$ cat config.mk
export PLATFORM = sky130hd
export DESIGN_NAME = player_missile
export DESIGN_NICKNAME = d
export VERILOG_FILES = /design/src/rtl/player_missile.sv
export SDC_FILE = /design/constraint.sdc
export NUM_CORES = 1
export LEC_CHECK = 0
export BUFFER_PORTS_ARGS = -buffer_cell sky130_fd_sc_hd__buf_2
export CAP_MARGIN = 15
export CORE_MARGIN = 2
export CORE_UTILIZATION = 51
export DETAILED_ROUTE_END_ITERATION = 7
export PLACE_DENSITY = 0.78
export SYNTH_ARGS = -nofsm -noshare
export SYNTH_HDL_FRONTEND = slang
export SYNTH_SLANG_ARGS = --single-unit
$ cat constraint.sdc
create_clock -name i_clk -period 4.35 [get_ports i_clk]
set_input_delay 0.2175 -clock i_clk [delete_from_list [all_inputs] [get_ports i_clk]]
set_output_delay 0.2175 -clock i_clk [all_outputs]
set_load 0.03 [all_outputs]
$ cat src/rtl/player_missile.sv
// player_missile: a single player missile fired upward at the alien formation.
// The missile climbs MISSILE_STEP rows per tick. After each step the grid is
// scanned one alien per clock, in index order, for a hit. This block owns the
// alive mask and flags when every alien is dead.
// Optional scoring is enabled by defining PLAYER_MISSILE_SCORE_EN.
module player_missile #(
    parameter int ALIEN_ROWS   = 3,
    parameter int ALIEN_COLS   = 6,
    parameter int COL_PITCH    = 65,
    parameter int ROW_PITCH    = 40,
    parameter int ALIEN_W      = 50,
    parameter int ALIEN_H      = 30,
    parameter int SHIP_ROW     = 440,
    parameter int SHIP_HALF    = 15,
    parameter int MISSILE_STEP = 8
) (
    input  logic                             i_clk,
    input  logic                             i_rst,
    input  logic                             i_tick,
    input  logic                             i_fire,
    input  logic [9:0]                       i_ship_col,
    input  logic [8:0]                       i_aliens_row,
    input  logic [9:0]                       i_aliens_col,
    output logic [8:0]                       o_missile_row,
    output logic [9:0]                       o_missile_col,
    output logic                             o_missile_active,
    output logic [ALIEN_ROWS*ALIEN_COLS-1:0] o_alien_alive,
    output logic                             o_hit_pulse,
    output logic [4:0]                       o_hit_index,
    output logic                             o_all_dead,
    output logic [15:0]                      o_score
);

    localparam int N  = ALIEN_ROWS * ALIEN_COLS;
    localparam int RW = (ALIEN_ROWS > 1) ? $clog2(ALIEN_ROWS) : 1;
    localparam int CW = (ALIEN_COLS > 1) ? $clog2(ALIEN_COLS) : 1;

    localparam logic [1:0] S_IDLE = 2'd0;
    localparam logic [1:0] S_FLY  = 2'd1;
    localparam logic [1:0] S_SCAN = 2'd2;

    logic [1:0]    r_state;
    logic [8:0]    r_missile_row;
    logic [9:0]    r_missile_col;
    logic          r_active;
    logic [N-1:0]  r_alive;
    logic          r_hit_pulse;
    logic [4:0]    r_hit_index;
    logic          r_all_dead;
    logic          r_pend;
    logic [4:0]    r_scan_idx;
    logic [RW-1:0] r_scan_r;
    logic [CW-1:0] r_scan_c;

    // Hitbox bounds of the alien under scan, at 11 bits so nothing wraps
    logic [10:0] w_col_lo;
    logic [10:0] w_col_hi;
    logic [10:0] w_row_lo;
    logic [10:0] w_row_hi;
    logic [10:0] w_mcol;
    logic [10:0] w_mrow;
    logic        w_in_box;
    logic        w_hit;
    logic        w_last;

    assign w_col_lo = {1'b0, i_aliens_col} + 11'(r_scan_c) * 11'(COL_PITCH);
    assign w_col_hi = w_col_lo + 11'(ALIEN_W);
    assign w_row_lo = {2'b00, i_aliens_row} + 11'(r_scan_r) * 11'(ROW_PITCH);
    assign w_row_hi = w_row_lo + 11'(ALIEN_H);
    assign w_mcol   = {1'b0, r_missile_col};
    assign w_mrow   = {2'b00, r_missile_row};
    assign w_in_box = (w_mcol >= w_col_lo) && (w_mcol < w_col_hi) &&
                      (w_mrow >= w_row_lo) && (w_mrow < w_row_hi);
    assign w_hit    = r_alive[r_scan_idx] && w_in_box;
    assign w_last   = (r_scan_idx == 5'(N - 1));

    // Missile flight, grid scan and kill bookkeeping
    always_ff @(posedge i_clk or posedge i_rst) begin
        if (i_rst) begin
            r_state       <= S_IDLE;
            r_missile_row <= '0;
            r_missile_col <= '0;
            r_active      <= 1'b0;
            r_alive       <= '1;
            r_hit_pulse   <= 1'b0;
            r_hit_index   <= '0;
            r_pend        <= 1'b0;
            r_scan_idx    <= '0;
            r_scan_r      <= '0;
            r_scan_c      <= '0;
        end else begin
            r_hit_pulse <= 1'b0;
            case (r_state)
                S_IDLE: begin
                    r_pend <= 1'b0;
                    if (i_fire && !r_all_dead) begin
                        r_missile_row <= 9'(SHIP_ROW);
                        r_missile_col <= i_ship_col + 10'(SHIP_HALF);
                        r_active      <= 1'b1;
                        r_state       <= S_FLY;
                    end
                end
                S_FLY: begin
                    if (i_tick || r_pend) begin
                        r_pend <= 1'b0;
                        if (r_missile_row < 9'(MISSILE_STEP)) begin
                            // Left the top of the screen: a miss
                            r_active <= 1'b0;
                            r_state  <= S_IDLE;
                        end else begin
                            r_missile_row <= r_missile_row - 9'(MISSILE_STEP);
                            r_scan_idx    <= '0;
                            r_scan_r      <= '0;
                            r_scan_c      <= '0;
                            r_state       <= S_SCAN;
                        end
                    end
                end
                S_SCAN: begin
                    // One-deep tick memory; extra ticks in the same scan are lost
                    if (i_tick) begin
                        r_pend <= 1'b1;
                    end
                    if (w_hit) begin
                        r_alive[r_scan_idx] <= 1'b0;
                        r_hit_index         <= r_scan_idx;
                        r_hit_pulse         <= 1'b1;
                        r_active            <= 1'b0;
                        r_pend              <= 1'b0;
                        r_state             <= S_IDLE;
                    end else if (w_last) begin
                        r_state <= S_FLY;
                    end else begin
                        r_scan_idx <= r_scan_idx + 5'd1;
                        if (r_scan_c == CW'(ALIEN_COLS - 1)) begin
                            r_scan_c <= '0;
                            r_scan_r <= r_scan_r + RW'(1);
                        end else begin
                            r_scan_c <= r_scan_c + CW'(1);
                        end
                    end
                end
                default: begin
                    r_state <= S_IDLE;
                end
            endcase
        end
    end

    // All-dead flag trails the alive mask by one clock
    always_ff @(posedge i_clk or posedge i_rst) begin
        if (i_rst) begin
            r_all_dead <= 1'b0;
        end else begin
            r_all_dead <= ~|r_alive;
        end
    end

`ifdef PLAYER_MISSILE_SCORE_EN
    logic [15:0] r_score;
    logic [15:0] w_score_inc;

    // Top row is worth the most: 10 points per row counted up from the bottom
    assign w_score_inc = 16'(10 * (ALIEN_ROWS - int'(r_scan_r)));

    function automatic logic [15:0] sat_add16(input logic [15:0] a, input logic [15:0] b);
        logic [16:0] s;
        s = {1'b0, a} + {1'b0, b};
        return s[16] ? 16'hFFFF : s[15:0];
    endfunction

    // Score accumulates on the kill cycle, saturating at full scale
    always_ff @(posedge i_clk or posedge i_rst) begin
        if (i_rst) begin
            r_score <= '0;
        end else if (r_state == S_SCAN && w_hit) begin
            r_score <= sat_add16(r_score, w_score_inc);
        end
    end

    assign o_score = r_score;
`else
    assign o_score = 16'd0;
`endif

    assign o_missile_row    = r_missile_row;
    assign o_missile_col    = r_missile_col;
    assign o_missile_active = r_active;
    assign o_alien_alive    = r_alive;
    assign o_hit_pulse      = r_hit_pulse;
    assign o_hit_index      = r_hit_index;
    assign o_all_dead       = r_all_dead;

endmodule

==> results.py, run 1 <==
metrics = {
    "outcome": {
        "status": "completed",
    },
    "clock_tree": {
        "cts_tree": "done",
        "ctsHoldBuffers": 0,
        "cts_buffer_depth": 2,
        "cts_buffers": 5,
        "cts_sinks": 55,
        "root_buffer": "clkbuf_8",
        "clk_pin_slew_ns": 0.12,
        "cts_max_level": 2,
        "clk_latency_ns": 0.33,
    },
    "timing": {
        "finalSetupTns_ns": 0,
        "worst_pin_slew_ns": 0.7715,
        "rsz0062_at_grt": "true",
        "finalCritPeriodShare": 0.9687,
        "hold-worst-slack_ns": 0.06212,
        "setup_slack_ns": 0.1364,
        "finalMaxSlewViolations": 0,
        "hold_violations": 0,
        "fin_crit_ns": 4.214,
        "finalSetupViolations": 0,
        "max_slew_margin": 0.4842,
        "fmax_ghz": 0.2373,
        "skew_ns": 0.01012,
    },
    "floorplan": {
        "placementRows": 34,
        "fp.dieW_um": 98.42,
        "pin_count": 94,
        "die-area_um2": 9687,
        "core_um2": 8678,
        "die_h_um": 98.42,
        "start_util": 0.5239,
    },
    "synthesis": {
        "postSynthAreaPerCell_um2": 9.593,
        "syn_inst": 474,
        "synth.most_common_cell": "ha_1",
        "netlist_area_um2": 4547,
        "synth_top_area_share": 0.2036,
        "seq_area_frac_synth": 0.3076,
        "async_reset_ff_frac": 1.000,
        "synth_common_cells": "60 x ha_1, 39 x nand2_1, 37 x dfrtp_1",
        "synth-seq-cells": 55,
        "synthTopCellsByArea": "dfrtp_1 20%, ha_1 17%, dfstp_2 10%, xnor2_1 3.5%, buf_4 3.3%",
        "ys.flop_type": "dfrtp_1",
        "yosysTopAreaCell": "dfrtp_1",
        "yosysWarnings": 0,
        "ys_types": 72,
        "synth_edf_count": 0,
    },
    "power_and_ir_drop": {
        "vdd_drop_max_uv": 282.5,
        "power.leakage_nw": 2.605,
        "p_seq_frac": 0.324,
        "p_int_mw": 1.112,
        "clkPwrFrac": 0.163,
        "swShare": 0.4361,
        "combPwrFrac": 0.513,
        "p_per_area_nw_per_um2": 370.8,
        "p_total_mw": 1.972,
        "p_switching_mw": 0.8600,
    },
    "placed_design": {
        "dp_slack_ns": 0.01062,
        "hpwl_um": 8264,
        "place.gp.congestion": 0.8719,
        "port_buffers": 74,
    },
    "finish": {
        "nets": 659,
        "diodes": 0,
        "syn_to_final_growth_pct": 16.95,
        "drive_above_1_share": 0.2867,
        "final_util": 0.6127,
    },
    "global_route": {
        "globalRouteOverflowTotal": 0,
        "grt_max_degree": 56,
        "grt_first_pass_wirelength_um": 17150,
        "grt_util_all_layers": 0.2150,
        "antenna_found_initial": 0,
        "grt_pass1_vias": 3691,
    },
    "setup_path": {
        "crit_chain": "buf_4 > ha_1 > ha_1 > and3_4 > o211a_1 > a211o_4 > a311oi_4 > xnor2_1 > ha_1 > buf_4 > nand3_1 > nor2_2 > o211ai_1 > a22oi_4 > o31ai_4 > o21ai_2 > mux2_1",
        "crit_end": "r_state[1]$_DFFE_PP0P_",
        "slowest_stage": "dfrtp_1",
        "crit_arrival_ns": 4.44,
        "slowest_delay_ns": 0.43,
        "worst-setup-path-type": "flip-flop to flip-flop",
        "crit_top_cell": "ha_1",
        "cp_max_fo": 5,
        "rrSetupSlack_ns": 0.14,
        "critPathTopFamily": "compound AO/OA/AOI/OAI gates",
        "worstSetupStartpointType": "flip-flop",
        "crit_buf_inv": 2,
        "worstReg2RegStart": "r_scan_c[1]$_DFFE_PP0P_",
        "path_depth": 17,
        "rr_worst_depth": 17,
        "reg2reg_to": "r_state[1]$_DFFE_PP0P_",
        "worstSetupStartpoint": "r_scan_c[1]$_DFFE_PP0P_",
        "cp-end-kind": "flip-flop",
        "worstPathRequired_ns": 4.57,
    },
    "drt": {
        "wl_per_cell_um": 15.88,
        "dr_total_vias": 3794,
        "ant_nets": 0,
        "via_per_inst": 5.637,
        "drc": 0,
        "drt_iter0_markers": 213,
        "firstDrtPassIters": 4,
        "routed_wl_um": 10690,
    },
    "hold_path": {
        "min-delay-path-class": "input pin to async pin",
    },
    "run": {
        "maxCapViolCount": 0,
    },
}
-- cell usage in the layout (no fill, tap or decap), drive strengths merged, types with 9 or more instances in the layout --
master	count
inv	36
nand3	13
buf	93
xor2	13
nand2	40
xnor2	18
a21oi	20
o21ai	30
o21a	20
dfstp	18
nor2	29
dfrtp	37
ha	60
conb	19
nand2b	9
-- timing repair --
item / in CTS / in global routing
buffers inserted: 0 / 8
setup endpoints to repair: 0 / 34
resized for setup: 0 / 29
endpoints found under the hold margin: 0 / 0
-- routing by layer --
metal | up-vias | GRT usage | part of all wire
met5 | - | 0 | 0
met1 | 1846 | 0.2723 | 0.45
met2 | 85 | 0.3836 | 0.50
met3 | 16 | 0.03262 | 0.038
met4 | 0 | 0.05796 | 0.016
li1 | 1847 | - | -
-- registers in the layout (all words and copies together) (netlist names) --
signal	count
r_scan_r	2
o_missile_active	1
o_hit_index	5
o_hit_pulse	1
r_scan_c	3
o_missile_row	6
r_scan_idx	5
r_pend	1
o_alien_alive	18
o_all_dead	1
r_state	2
o_missile_col	10
-- layout make-up --
class	instances	area, µm²
Multi-Input combinational cell	375	3037
Tap cell	108	135.1
Fill cell	738	3361
Inverter	34	127.6
Clock inverter	3	33.78
Timing Repair Buffer	93	516.7
Clock buffer	5	68.82
Sequential cell	55	1399
-- through the flow --
step           cells  instance area (µm²)
6_report         673                 5318
3_3_place_gp     656                 5006
3_5_place_dp     656                 5006
5_1_grt          673                 5318
4_1_cts          664                 5109
2_1_floorplan    492                 4614
-- power by group through the flow --
stage / Sequential (mW) / Combinational [mW] / Clock (mW)
after floorplan: 0.670 / 0.665 / 0
after detailed placement: 0.647 / 0.904 / 0
after global placement: 0.643 / 0.870 / 0
final: 0.639 / 1.01 / 0.321
after global routing: 0.649 / 1.13 / 0.348
after CTS: 0.639 / 0.910 / 0.328
-- cells by family after synthesis --
kind of cell	after synthesis	synth area share
and+or+nand+nor	132	0.1505
AOI/OAI and AO/OA	116	0.1844
adders and majority gates	62	0.1739
buffers and inverters	62	0.06962
DFF	55	0.3076
xor gates and xnor gates	31	0.06714
muxes	15	0.04595
other	1	0.0008247
-- worst min path at each step --
stage	depth (start not counted)	to	slack, ns
final	3	r_scan_c[1]$_DFFE_PP0P_	0.06
after CTS	3	o_missile_col[8]$_DFFE_PP0P_	0.09
after global placement	3	o_missile_col[9]$_DFFE_PP0P_	0.45
after global routing	3	o_missile_col[8]$_DFFE_PP0P_	0.13
after floorplan	1	o_missile_col[0]$_DFFE_PP0P_	0.33
after detailed placement	3	o_missile_col[8]$_DFFE_PP0P_	0.45
-- worst min-delay path, cell delays in order --
cell   delay [ns]
buf_2        0.10
inv_2        0.03
buf_4        0.53
No activity file was read; power rests on OpenSTA's default activity.
==> run 2, diff against run 1 <==
--- a/config.mk
+++ b/config.mk
@@ -11,6 +11,7 @@
 export CORE_UTILIZATION = 51
 export DETAILED_ROUTE_END_ITERATION = 7
 export PLACE_DENSITY = 0.78
+export RECOVER_POWER = 25
 export SYNTH_ARGS = -nofsm -noshare
 export SYNTH_HDL_FRONTEND = slang
 export SYNTH_SLANG_ARGS = --single-unit
==> run 2 against run 1 <==
Against the previous run:
- the run now ends with capacitance limit, slew limit left
- via count is 0.24% lower
- hold slack better by 0.081 ns
- setup slack better by 0.0016 ns
- critical path depth unchanged
- clock-buffer cell count unchanged
- non-clock buffer count unchanged
- register-to-register slack hardly changed
- utilization is essentially flat
- clock skew barely moved
- design area is essentially flat
- total power is essentially flat
- flip-flop and latch count did not move
- critical path type unchanged
- largest power group unchanged
==> results.py, run 2 (synthesis results as in run 1) <==
metrics = {
    "outcome": {
        "status": "complete, but fails checks",
        "violations": "capacitance limit, slew limit",
    },
    "run": {
        "maxCapViolCount": 1,
    },
    "clock_tree": {
        "ctsHoldBuffers": 0,
        "clk_pin_slew_ns": 0.12,
        "cts_sinks": 55,
        "cts_buffers": 5,
        "clk_latency_ns": 0.33,
        "cts_max_level": 2,
        "root_buffer": "clkbuf_8",
        "cts_tree": "done",
        "cts_buffer_depth": 2,
    },
    "global_route": {
        "grt_pass1_vias": 3691,
        "globalRouteOverflowTotal": 0,
        "grt_util_all_layers": 0.2150,
        "antenna_found_initial": 0,
        "grt_first_pass_wirelength_um": 17150,
        "grt_max_degree": 56,
    },
    "floorplan": {
        "core_um2": 8678,
        "pin_count": 94,
        "die_h_um": 98.42,
        "die-area_um2": 9687,
        "start_util": 0.5239,
        "placementRows": 34,
        "fp.dieW_um": 98.42,
    },
    "finish": {
        "nets": 659,
        "final_util": 0.6123,
        "drive_above_1_share": 0.2832,
        "syn_to_final_growth_pct": 16.87,
        "mostFrequentLayoutCells": "74 x buf_2, 58 x ha_1, 37 x dfrtp_1",
        "largest_reg_flops": 18,
        "instances_no_fill": 673,
        "final_common_cell": "buf_2",
        "diodes": 0,
    },
    "power_and_ir_drop": {
        "p_per_area_nw_per_um2": 370.8,
        "vdd_drop_max_uv": 282.3,
        "p_total_mw": 1.971,
        "power.leakage_nw": 2.603,
    },
    "drt": {
        "drc": 0,
        "wl_per_cell_um": 15.85,
        "ant_nets": 0,
        "via_per_inst": 5.624,
        "routed_wl_um": 10660,
        "firstDrtPassIters": 4,
        "drt_iter0_markers": 213,
        "dr_total_vias": 3785,
    },
    "placed_design": {
        "port_buffers": 74,
        "place.gp.congestion": 0.8719,
        "dp_slack_ns": 0.01062,
        "dp.cells": 656,
        "hpwl_um": 8264,
    },
    "timing": {
        "finalCritPeriodShare": 0.9683,
        "max_slew_margin": -0.9425,
        "hold-worst-slack_ns": 0.1434,
        "rsz0062_at_grt": "true",
        "skew_ns": 0.01012,
        "finalSetupViolations": 0,
        "hold_violations": 0,
        "fin_crit_ns": 4.212,
        "finalMaxSlewViolations": 56,
        "worst_pin_slew_ns": 2.914,
        "fmax_ghz": 0.2374,
        "setup_slack_ns": 0.1379,
    },
    "setup_path": {
        "cp_max_fo": 5,
        "cp-end-kind": "flip-flop",
        "crit_arrival_ns": 4.44,
        "worstSetupStartpointType": "flip-flop",
        "worst-setup-path-type": "flip-flop to flip-flop",
        "worstPathRequired_ns": 4.57,
    },
    "hold_path": {
        "min-delay-path-class": "input pin to flip-flop",
    },
}
run 2: final timing paths:
check | from | end | slack (ns) | cells after the start
max in group asynchronous | i_rst | o_missile_row[7]$_DFFE_PP0P_ | 1.74 | 3
worst min-delay path | i_ship_col[0] | o_missile_col[0]$_DFFE_PP0P_ | 0.14 | 2
min in group asynchronous | i_rst | r_scan_c[1]$_DFFE_PP0P_ | 0.98 | 3
worst max register to register | r_scan_c[1]$_DFFE_PP0P_ | r_state[1]$_DFFE_PP0P_ | 0.14 | 17
worst max-delay path | r_scan_c[1]$_DFFE_PP0P_ | r_state[1]$_DFFE_PP0P_ | 0.14 | 17
worst min register to register | o_alien_alive[3]$_DFFE_PP1P_ | o_alien_alive[3]$_DFFE_PP1P_ | 0.48 | 1
run 2: report_power, final:
group / total (mW) / switching [mW] / internal, mW
combinational: 1.01 / 0.584 / 0.428
clock: 0.321 / 0.198 / 0.123
sequential: 0.639 / 0.0779 / 0.561
total: 1.97 / 0.859 / 1.11
run 2: worst max-delay path, cell delays in order, from the launching register on:
cell	delay [ns]
dfrtp_1	0.43
buf_4	0.17
ha_1	0.28
ha_1	0.34
and3_4	0.21
o211a_1	0.16
a211o_4	0.35
a311oi_4	0.24
xnor2_1	0.12
ha_1	0.32
buf_4	0.11
nand3_1	0.10
nor2_2	0.16
o211ai_1	0.14
a22oi_4	0.36
o31ai_4	0.13
o21ai_2	0.17
mux2_1	0.33
run 2: area by class of cell:
| cell class | instances | area, µm² |
|---|---|---|
| Multi-Input combinational cell | 375 | 3037 |
| Sequential cell | 55 | 1399 |
| Inverter | 34 | 127.6 |
| Clock inverter | 3 | 33.78 |
| Tap cell | 108 | 135.1 |
| Clock buffer | 5 | 68.82 |
| Fill cell | 737 | 3364 |
| Timing Repair Buffer | 93 | 513.0 |
run 2: stage by stage:
stage / setup TNS [ns] / cell area, µm²
after detailed placement: 0 / 5006
after CTS: 0 / 5109
after global routing: -0.5853 / 5314
after global placement: 0 / 5006
final: 0 / 5314
after floorplan: 0 / 4614
run 2: metal layers:
metal	vias up	wire length, µm	global-route usage
li1	1847	-	-
met1	1832	4736	0.2723
met2	90	5313	0.3836
met3	16	439	0.03262
met4	0	174	0.05796
met5	-	0	0
run 2: timing repair:
item	4_1_cts	5_1_grt
setup endpoints to repair	0	34
gates resized for setup	0	29
buffers inserted	0	8
==> run 3, diff against run 2 <==
--- a/config.mk
+++ b/config.mk
@@ -8,9 +8,9 @@
 export BUFFER_PORTS_ARGS = -buffer_cell sky130_fd_sc_hd__buf_2
 export CAP_MARGIN = 15
 export CORE_MARGIN = 2
-export CORE_UTILIZATION = 51
+export CORE_UTILIZATION = 44
 export DETAILED_ROUTE_END_ITERATION = 7
-export PLACE_DENSITY = 0.78
+export PLACE_DENSITY = 0.69
 export RECOVER_POWER = 25
 export SYNTH_ARGS = -nofsm -noshare
 export SYNTH_HDL_FRONTEND = slang
==> run 3 against run 2 <==
Against the previous run:
- the flow still finishes with violations (capacitance limit, slew limit)
- register-to-register slack improved by 0.09 ns
- clock power is 2% lower
- final cell count rose by 3.9%
- fmax increased by 2.1%
- design area is 1.1% lower
- via count down 1.1%
- total power decreased by 1.4%
- routed wire length is 1.3% lower
- critical endpoint is now r_scan_idx[4]$_DFFE_PP0P_
- utilization shrank 9.6 points
- sequential power hardly changed
==> results.py, run 3 (synthesis results as in run 1) <==
metrics = {
    "outcome": {
        "status": "complete, but fails checks",
        "violations": "capacitance limit, slew limit",
    },
    "timing": {
        "fin_crit_ns": 4.127,
        "finalSetupTns_ns": 0,
        "max_slew_margin": -0.9972,
        "fmax_ghz": 0.2423,
        "hold_violations": 0,
        "finalSetupViolations": 0,
        "finalCritPeriodShare": 0.9486,
        "worst_pin_slew_ns": 2.996,
        "skew_ns": 0.01575,
        "finalMaxSlewViolations": 56,
    },
    "drt": {
        "drt_iter0_markers": 120,
        "dr_total_vias": 3743,
        "ant_nets": 0,
        "via_per_inst": 5.355,
        "wl_per_cell_um": 15.06,
        "drc": 0,
        "firstDrtPassIters": 4,
        "routed_wl_um": 10530,
    },
    "setup_path": {
        "cp-end-kind": "flip-flop",
        "reg2reg_to": "r_scan_idx[4]$_DFFE_PP0P_",
        "cp_max_fo": 8,
        "worstSetupStartpointType": "flip-flop",
        "worstReg2RegStart": "r_scan_c[1]$_DFFE_PP0P_",
        "rrSetupSlack_ns": 0.22,
        "crit_end": "r_scan_idx[4]$_DFFE_PP0P_",
        "worst-setup-path-type": "flip-flop to flip-flop",
        "crit_arrival_ns": 4.37,
        "rr_worst_depth": 19,
        "worstSetupStartpoint": "r_scan_c[1]$_DFFE_PP0P_",
        "worstPathRequired_ns": 4.59,
    },
    "placed_design": {
        "hpwl_um": 8133,
        "port_buffers": 74,
        "dp.cells": 685,
        "place.gp.congestion": 0.8457,
    },
    "finish": {
        "final_common_cell": "buf_2",
        "multi_input_area_um2": 2957,
        "instances_no_fill": 699,
        "nets": 657,
        "largest_reg_flops": 18,
        "syn_to_final_growth_pct": 15.55,
        "regArea_um2": 1399,
        "diodes": 0,
        "fill_cells": 936,
        "mostFrequentLayoutCells": "74 x buf_2, 59 x ha_1, 39 x nand2_1",
        "drive_above_1_share": 0.2611,
    },
    "power_and_ir_drop": {
        "p_per_area_nw_per_um2": 370.0,
        "p_total_mw": 1.944,
        "power.leakage_nw": 2.586,
        "vdd_drop_max_uv": 242.3,
    },
    "floorplan": {
        "start_util": 0.4464,
        "die_h_um": 105.7,
        "core_um2": 10180,
        "placementRows": 37,
        "pin_count": 94,
        "fp.dieW_um": 105.7,
        "die-area_um2": 11160,
    },
    "clock_tree": {
        "clk_latency_ns": 0.32,
        "cts_tree": "done",
        "cts_max_level": 2,
        "cts_buffers": 5,
        "ctsHoldBuffers": 0,
        "clk_pin_slew_ns": 0.11,
        "root_buffer": "clkbuf_8",
        "cts_sinks": 55,
        "cts_buffer_depth": 2,
    },
    "run": {
        "maxCapViolCount": 1,
    },
    "global_route": {
        "grt_pass1_vias": 3601,
        "grt_util_all_layers": 0.1880,
        "grt_first_pass_wirelength_um": 17260,
        "antenna_found_initial": 0,
        "globalRouteOverflowTotal": 0,
        "grt_max_degree": 56,
    },
    "hold_path": {
        "min_path_cells": 2,
        "min-delay-path-class": "input pin to flip-flop",
    },
}
-- run 3: cell count changes in the layout (fill, tap and decap cells not counted), moves of 2 or more --
cell     previous run  this run
mux2_1              1         5
nand2_2             4         1
mux2_4              5         1
nand2_1            36        39
buf_4              17        15
ha_4                2         0
-- run 3: layer usage --
metal	GRT usage	up-vias	wire, µm	part of all wire
met5	0	-	0	0
met4	0.03665	0	82	0.0078
met3	0.02288	8	379	0.036
met2	0.3424	79	5357	0.51
met1	0.2396	1816	4710	0.45
li1	-	1840	-	-
-- run 3: report_power, final --
| part | internal, mW | switching, mW |
|---|---|---|
| Sequential | 0.561 | 0.0782 |
| Combinational | 0.417 | 0.572 |
| Clock | 0.122 | 0.194 |
| Total | 1.10 | 0.844 |
-- run 3: stage by stage --
step                setup WS (ns)    util  hold slack [ns]  cell area [µm²]
floorplan                  0.1265       -           0.3292             4614
global placement           0.1403  0.4957           0.4577             5049
detailed placement        0.04916  0.4957           0.4641             5049
CTS                       0.03017  0.5058           0.1244             5151
global route            -0.006251  0.5158           0.1344             5254
finish                     0.2234  0.5158           0.1465             5254
-- run 3: final cells by class --
class,instances,area share
Clock inverter,3,0.006430
Tap cell,136,0.03239
Inverter,34,0.02429
Timing Repair Buffer,91,0.09478
Sequential cell,55,0.2663
Multi-Input combinational cell,375,0.5628
Clock buffer,5,0.01310
-- run 3: how the worst min path moves through the flow --
stage                  start                            to
3_5_place_dp           i_rst  o_missile_col[9]$_DFFE_PP0P_
4_1_cts                i_rst  o_missile_col[9]$_DFFE_PP0P_
3_3_place_gp           i_rst  o_missile_col[9]$_DFFE_PP0P_
5_1_grt        i_ship_col[0]  o_missile_col[0]$_DFFE_PP0P_
6_report       i_ship_col[0]  o_missile_col[0]$_DFFE_PP0P_
2_1_floorplan  i_ship_col[0]  o_missile_col[0]$_DFFE_PP0P_
-- run 3: worst max-delay path, stage by stage, from the launching register on --
cell and delay [ns]:
dfrtp_1 0.40, ha_1 0.28, ha_1 0.21, inv_1 0.07, fa_2 0.44, inv_1 0.10, ha_2 0.19, nand2_1 0.09
a31oi_2 0.22, nand2_1 0.09, nor2_2 0.14, xnor2_1 0.07, ha_1 0.29, nand3_1 0.11, nor2_2 0.14, o211ai_1 0.14
a22oi_4 0.37, o211ai_4 0.16, or3_1 0.39, a21oi_1 0.16
-- run 3: timing repair --
| item | 4_1_cts | 5_1_grt |
|---|---|---|
| gates resized for setup | 0 | 14 |
| buffers inserted | 0 | 6 |
| setup endpoints to repair | 0 | 34 |
